`src/rtl/muldiv_unit_if.sv`:
```
// Request/response bundle for muldiv_unit: decode-side request, stall and result.
interface muldiv_unit_if;
  logic        start;
  logic [1:0]  op;
  logic [31:0] a;
  logic [31:0] b;
  logic        cancel;
  logic        busy;
  logic        ready;
  logic [31:0] hi;
  logic [31:0] lo;

  modport master (
    output start, op, a, b, cancel,
    input  busy, ready, hi, lo
  );

  modport slave (
    input  start, op, a, b, cancel,
    output busy, ready, hi, lo
  );
endinterface

```
`src/rtl/muldiv_unit.sv`:
```
// Iterative 32x32 multiply / restoring divide unit producing HI/LO results.
// Optional macro MULDIV_SINGLE_CYCLE_MUL_EN: mult/multu complete in one cycle.
module muldiv_unit (
  input  logic           clk,
  input  logic           rst,
  muldiv_unit_if.slave   bus
);
  localparam int DATA_W = 32;
  localparam int CNT_W  = 6;

  typedef enum logic [1:0] {IDLE, RUN, FIN, DONE} state_t;

  state_t state, state_nxt;

  logic [CNT_W-1:0]    cnt;
  logic                is_div, neg_res, neg_rem, div_zero;
  logic [DATA_W-1:0]   opnd, a_raw;
  logic [2*DATA_W:0]   work;
  logic [DATA_W-1:0]   hi_q, lo_q;
  logic                busy_c, ready_c, accept, fast_mul;
  logic                signed_op, div_op, a_neg, b_neg;
  logic [DATA_W-1:0]   a_mag, b_mag;
  logic [2*DATA_W-1:0] fin_result, fast_prod;

  function automatic logic [DATA_W-1:0] magnitude(input logic signed [DATA_W-1:0] v);
    logic signed [DATA_W-1:0] n;
    n = -v;
    return (v < 0) ? $unsigned(n) : $unsigned(v);
  endfunction

  function automatic logic [DATA_W-1:0] cond_neg32(input logic [DATA_W-1:0] v, input logic neg);
    return neg ? (~v + 1'b1) : v;
  endfunction

  function automatic logic [2*DATA_W-1:0] cond_neg64(input logic [2*DATA_W-1:0] v, input logic neg);
    return neg ? (~v + 1'b1) : v;
  endfunction

  // Shift-add: upper half accumulates, multiplier bits retire from the bottom.
  function automatic logic [2*DATA_W:0] mul_step(input logic [2*DATA_W:0] w,
                                                 input logic [DATA_W-1:0] mcand);
    logic [DATA_W:0] sum;
    sum = w[0] ? ({1'b0, w[2*DATA_W-1:DATA_W]} + {1'b0, mcand})
               : {1'b0, w[2*DATA_W-1:DATA_W]};
    return {1'b0, sum, w[DATA_W-1:1]};
  endfunction

  // Restoring step: shifted remainder may need 33 bits before the compare.
  function automatic logic [2*DATA_W:0] div_step(input logic [2*DATA_W:0] w,
                                                 input logic [DATA_W-1:0] dvsr);
    logic [2*DATA_W:0] sh;
    logic [DATA_W+1:0] diff;
    sh   = {w[2*DATA_W-1:0], 1'b0};
    diff = {1'b0, sh[2*DATA_W:DATA_W]} - {2'b00, dvsr};
    if (!diff[DATA_W+1])
      return {1'b0, diff[DATA_W-1:0], sh[DATA_W-1:1], 1'b1};
    return sh;
  endfunction

  assign signed_op = ~bus.op[0];
  assign div_op    = bus.op[1];
  assign a_neg     = signed_op & bus.a[DATA_W-1];
  assign b_neg     = signed_op & bus.b[DATA_W-1];
  assign a_mag     = signed_op ? magnitude($signed(bus.a)) : bus.a;
  assign b_mag     = signed_op ? magnitude($signed(bus.b)) : bus.b;

`ifdef MULDIV_SINGLE_CYCLE_MUL_EN
  logic signed [2*DATA_W-1:0] fm_a, fm_b;

  always_comb begin
    fm_a      = bus.op[0] ? {{DATA_W{1'b0}}, bus.a} : {{DATA_W{bus.a[DATA_W-1]}}, bus.a};
    fm_b      = bus.op[0] ? {{DATA_W{1'b0}}, bus.b} : {{DATA_W{bus.b[DATA_W-1]}}, bus.b};
    fast_prod = fm_a * fm_b;
  end

  assign fast_mul = ~bus.op[1];
`else
  assign fast_prod = '0;
  assign fast_mul  = 1'b0;
`endif

  assign accept = (state == IDLE) && bus.start && !bus.cancel;

  always_ff @(posedge clk) begin
    if (rst) state <= IDLE;
    else     state <= state_nxt;
  end

  always_comb begin
    state_nxt = state;
    busy_c    = 1'b0;
    ready_c   = 1'b0;
    case (state)
      IDLE: begin
        if (bus.start && !bus.cancel)
          state_nxt = fast_mul ? DONE : RUN;
      end
      RUN: begin
        busy_c = 1'b1;
        if (cnt == CNT_W'(DATA_W - 1))
          state_nxt = FIN;
      end
      FIN: begin
        busy_c    = 1'b1;
        state_nxt = DONE;
      end
      DONE: begin
        ready_c   = 1'b1;
        state_nxt = IDLE;
      end
      default: state_nxt = IDLE;
    endcase
    if (bus.cancel)
      state_nxt = IDLE;
  end

  always_ff @(posedge clk) begin
    if (rst)                cnt <= '0;
    else if (accept)        cnt <= '0;
    else if (state == RUN)  cnt <= cnt + 1'b1;
  end

  // Operand capture (IDLE) and one iteration per RUN cycle
  always_ff @(posedge clk) begin
    if (accept) begin
      is_div   <= div_op;
      neg_res  <= a_neg ^ b_neg;
      neg_rem  <= a_neg;
      div_zero <= div_op && (bus.b == '0);
      a_raw    <= bus.a;
      opnd     <= div_op ? b_mag : a_mag;
      work     <= {{(DATA_W+1){1'b0}}, (div_op ? a_mag : b_mag)};
    end else if (state == RUN) begin
      work <= is_div ? div_step(work, opnd) : mul_step(work, opnd);
    end
  end

  always_comb begin
    if (!is_div)
      fin_result = cond_neg64(work[2*DATA_W-1:0], neg_res);
    else if (div_zero)
      fin_result = {a_raw, {DATA_W{1'b1}}};
    else
      fin_result = {cond_neg32(work[2*DATA_W-1:DATA_W], neg_rem),
                    cond_neg32(work[DATA_W-1:0], neg_res)};
  end

  // Results move only on the FIN edge or the single-cycle multiply edge
  always_ff @(posedge clk) begin
    if (rst) begin
      hi_q <= '0;
      lo_q <= '0;
    end else if (!bus.cancel) begin
      if (state == FIN)
        {hi_q, lo_q} <= fin_result;
      else if (accept && fast_mul)
        {hi_q, lo_q} <= fast_prod;
    end
  end

  assign bus.busy  = busy_c;
  assign bus.ready = ready_c;
  assign bus.hi    = hi_q;
  assign bus.lo    = lo_q;
endmodule

```
`src/flat_wrapper.sv`:
```
// flat-port wrapper written by rule: the top's interface ports become plain ports
module muldiv_unit_flat 
  (clk, rst, bus_start, bus_op, bus_a, bus_b, bus_cancel, bus_busy, bus_ready, bus_hi, bus_lo);
  muldiv_unit_if bus_i ();
  input  logic clk;
  input  logic rst;
  input wire logic [$bits(bus_i.start)-1:0] bus_start;
  input wire logic [$bits(bus_i.op)-1:0] bus_op;
  input wire logic [$bits(bus_i.a)-1:0] bus_a;
  input wire logic [$bits(bus_i.b)-1:0] bus_b;
  input wire logic [$bits(bus_i.cancel)-1:0] bus_cancel;
  output wire logic [$bits(bus_i.busy)-1:0] bus_busy;
  output wire logic [$bits(bus_i.ready)-1:0] bus_ready;
  output wire logic [$bits(bus_i.hi)-1:0] bus_hi;
  output wire logic [$bits(bus_i.lo)-1:0] bus_lo;
  assign bus_i.start = bus_start;
  assign bus_i.op = bus_op;
  assign bus_i.a = bus_a;
  assign bus_i.b = bus_b;
  assign bus_i.cancel = bus_cancel;
  assign bus_busy = bus_i.busy;
  assign bus_ready = bus_i.ready;
  assign bus_hi = bus_i.hi;
  assign bus_lo = bus_i.lo;
  muldiv_unit u_core (.clk(clk), .rst(rst), .bus(bus_i));
endmodule
```
`config.mk`:
```
export PLATFORM = sky130hd
export DESIGN_NAME = muldiv_unit_flat
export DESIGN_NICKNAME = d
export VERILOG_FILES = /design/src/rtl/muldiv_unit_if.sv /design/src/rtl/muldiv_unit.sv /design/src/flat_wrapper.sv
export SDC_FILE = /design/constraint.sdc
export NUM_CORES = 1
export LEC_CHECK = 0
export ABC_AREA = 1
export CORE_AREA = 2 2 214 216
export CTS_CLUSTER_DIAMETER = 80
export DETAILED_ROUTE_END_ITERATION = 12
export DIE_AREA = 0 0 216 218
export SLEW_MARGIN = 20
export SYNTH_ARGS = -nofsm -noshare
export SYNTH_HDL_FRONTEND = slang
export SYNTH_SLANG_ARGS = --single-unit
```
`constraint.sdc`:
```
create_clock -name clk -period 3.3 [get_ports clk]
set_clock_uncertainty 0.2 [all_clocks]
set_input_delay 0.66 -clock clk [delete_from_list [all_inputs] [get_ports clk]]
set_output_delay 0.66 -clock clk [all_outputs]
set_load 0.05 [all_outputs]
```
==> metrics.txt <==
outcome finished clean; Synth top area share about a fifth; PortBufs approximately 140; Placer Congestion a little over 1; Initial Util a little over two fifths; register bit count reported by yosys ~200; reg-to-reg endpoint u_core.work[53]; initial antenna violation count 1; reg-to-reg setup timing slack between 0.2 and 0.25 ns; final setup violating endpoints 0; Comb power frac roughly 46%; HP Class reg2reg; Max FO, Critical Path 7; post-layout minimum cycle time between 3 and 4 ns; Synth Cell Area 0.0190 sq mm; Critical Path AT roughly 3.3 ns; Max Cap Viol 0; NetSw approximately 5300 uW; # Post-CTS Setup Buffers 0; hold violation total from the final report 0; fillers around 4800; FF-to-FF path depth 16; critical path's slowest cell fa_1; CTS Hold Bufs 0; Crit. Startpoint u_core.work[32]; layout cells sized above 1 under 10%; Slew Viols, Final 0; Worst setup endpoint u_core.work[53]; wire length on met2 between 30 and 40 mm; Top Ports about 140; routed vias 21900; gate count after technology mapping 3189; metal3 WL 6.27 mm; CP dominant cell by count nand2_1; HPWL after DPL 69.6 mm; RSZ-0062 raised after global routing false; Mean Syn Cell Area approximately 6.0 sq um; ys async rst share 0%; Seq/Total Area, Yosys 26.7%; setup tns final 0 ns; Leak between 0.01 and 0.015 uW; syn_nets about 3300; Final Core Density 49.5%; root buf cell clkbuf_16; routed length per instance roughly 22 um; Via density between 5 and 6; maximum vdd ir drop roughly 0.39 mV; met1 WL approximately 34 mm; die width between 200 and 250 um; Max clock buf depth 3; ys flop type dfxtp_1; total congestion overflow 0; worst-path cell chain ha_1 -> fa_1 -> nand3_1 -> nand3_1 -> nand2_1 -> nand2_1 -> nand2_1 -> nand2_1 -> nand2_1 -> nand2_1 -> nand2_1 -> nand3_1 -> nand2_1 -> nand2_1 -> nor2_1 -> nor2_1; CP Class reg2reg; vias in the first global route 20600; DIE AREA 0.0471 sq mm; Synth area leaders nand2_1 (20%), edfxtp_1 (16%), dfxtp_1 (11%); DRT antenna net count 0; Final Cycle Share just over 90%; power per standard cell area ~520 mW/mm^2; most frequent cells in the layout nand2_1 (1020), inv_1 (443), nor2_1 (335); Worst-Skew Late Latency ~0.59 ns; H-tree levels 1; unique cell type count in the Yosys netlist 51; post-CTS sizing 0; switching share of power a little under half; total track usage 35.8%; total CTS buffers 27; worst relative slew slack roughly half; Post-synth EDFFs 100; crit start category flop; area of the core 0.0449 sq mm; Net count, final approximately 3500; Clock Pin Slew Worst Setup and Hold Paths roughly 0.060 ns; Worst EP required around 3.6 ns; Ant. Diodes 0; First DRT Iteration DRCs approximately 2100; drt first pass iters 6; CTS tree done; clock sinks between 200 and 250; slew of the pin with the lowest slew margin between 0.7 and 0.8 ns; Cell Rows slightly below 80; Syn. warnings 0; # DRC 0; Area growth syn-to-layout 16.9%; Die H approximately 220 um; commonest non-fill, non-tap cell in the layout nand2_1; Clock Power Share 25.6%; dominant cell type by area after synthesis nand2_1; WL final around 85 mm; Fmax achieved 327 MHz; Highest Signal Layer met5; max incr delay on CP 0.44 ns; global-route wire length before repair roughly 130 mm; Int Pwr between 6000 and 7000 uW; largest net degree at the start of global routing approximately 130; RR Startpoint u_core.work[32]; CP endpoint kind flop; Sequential Power Share 28.9%
[critical path, delay by kind of cell, from the launching register on]
kind          cells  cell delay [ns]
flops             1             0.43
fa+ha+maj         2             0.79
simple gates     14             1.49
[worst min-delay path by stage]
stage / from / to / slack, ns / depth (start not counted)
finish: u_core.cnt[5] / u_core.cnt[5] / 0.26 / 1
global route: u_core.cnt[5] / u_core.cnt[5] / 0.29 / 1
CTS: u_core.cnt[5] / u_core.cnt[5] / 0.26 / 1
detailed placement: u_core.cnt[5] / u_core.cnt[5] / 0.24 / 1
global placement: u_core.cnt[5] / u_core.cnt[5] / 0.23 / 1
floorplan: u_core.cnt[5] / u_core.cnt[5] / 0.22 / 1
[synthesized netlist by cell type (3+ instances only)]
| cell type | n |
|---|---|
| buf_6 | 5 |
| inv_1 | 445 |
| or2_2 | 5 |
| nor3_1 | 42 |
| o221ai_1 | 5 |
| nand4_1 | 26 |
| xor2_1 | 72 |
| nand2_2 | 12 |
| nand3_1 | 257 |
| dfxtp_1 | 104 |
| a21oi_1 | 210 |
| mux2i_1 | 13 |
| nor2_4 | 6 |
| a31oi_1 | 10 |
| o21bai_1 | 5 |
| ha_1 | 74 |
| inv_2 | 5 |
| clkinv_1 | 6 |
| edfxtp_1 | 100 |
| o211ai_1 | 19 |
| buf_1 | 11 |
| nor4_1 | 3 |
| xnor2_1 | 19 |
| nor2_1 | 335 |
| buf_2 | 16 |
| nand2_1 | 1020 |
| clkbuf_1 | 71 |
| o21ai_0 | 229 |
| nand3_2 | 3 |
| nand3b_1 | 9 |
| nor2_2 | 8 |
| and2_1 | 10 |
| o21ai_1 | 7 |
[logic make-up (layout without fill, tap and decap cells)]
group | Yosys count | count (layout) | share of synthesized area, %
compound gates | 495 | 495 | 13.7
xor+xnor | 91 | 91 | 4.19
fa+ha+maj | 76 | 76 | 5.08
buf+inv | 562 | 722 | 11.4
flops | 204 | 204 | 26.7
mux | 13 | 13 | 0.684
simple gates | 1748 | 1748 | 38.2
[per-layer routing]
metal / vias to the layer above / GRT usage (%)
li1: 10500 / -
met1: 10200 / 44.9
met2: 1018 / 58.8
met3: 231 / 4.76
met4: 2 / 21.8
met5: - / 0
[layout make-up]
type	count	area [sq um]	share of cell area, %
clock inverters	12	114	0.512
well taps	600	751	3.38
inverters	457	1720	7.74
multi-input cells	2423	11800	52.9
clock buffers	38	769	3.46
repair buffers	215	2030	9.15
flip-flops and latches	204	5080	22.9
[through the flow]
step                setup WS [ns]  cell area [sq um]  std cells  hold WS, ns  total power [uW]
floorplan                   0.470              19000       3189        0.223              6620
global placement           0.0247              21300       3899        0.234              8510
detailed placement         0.0100              21300       3899        0.245              8540
CTS                         0.260              22200       3949        0.256             11500
global route               0.0693              22200       3949        0.290             12300
finish                      0.246              22200       3949        0.256             11600
[state kept, by name (all words and copies together), names as in the netlist]
signal,count
u_core.a_raw,32
u_core.div_zero,1
u_core.is_div,1
u_core.work,64
u_core.state,2
u_core.opnd,32
u_core.cnt,6
u_core.neg_rem,1
u_core.bus.hi,32
u_core.bus.lo,32
u_core.neg_res,1
[power groups by stage]
stage	clock, uW	combinational (uW)	sequential, uW
2_1_floorplan	0	3340	3280
3_3_place_gp	0	5130	3380
3_5_place_dp	0	5150	3380
4_1_cts	2990	5190	3330
5_1_grt	3090	5830	3350
6_report	2960	5270	3340
Note: power is estimated with default switching activity, not from simulation.
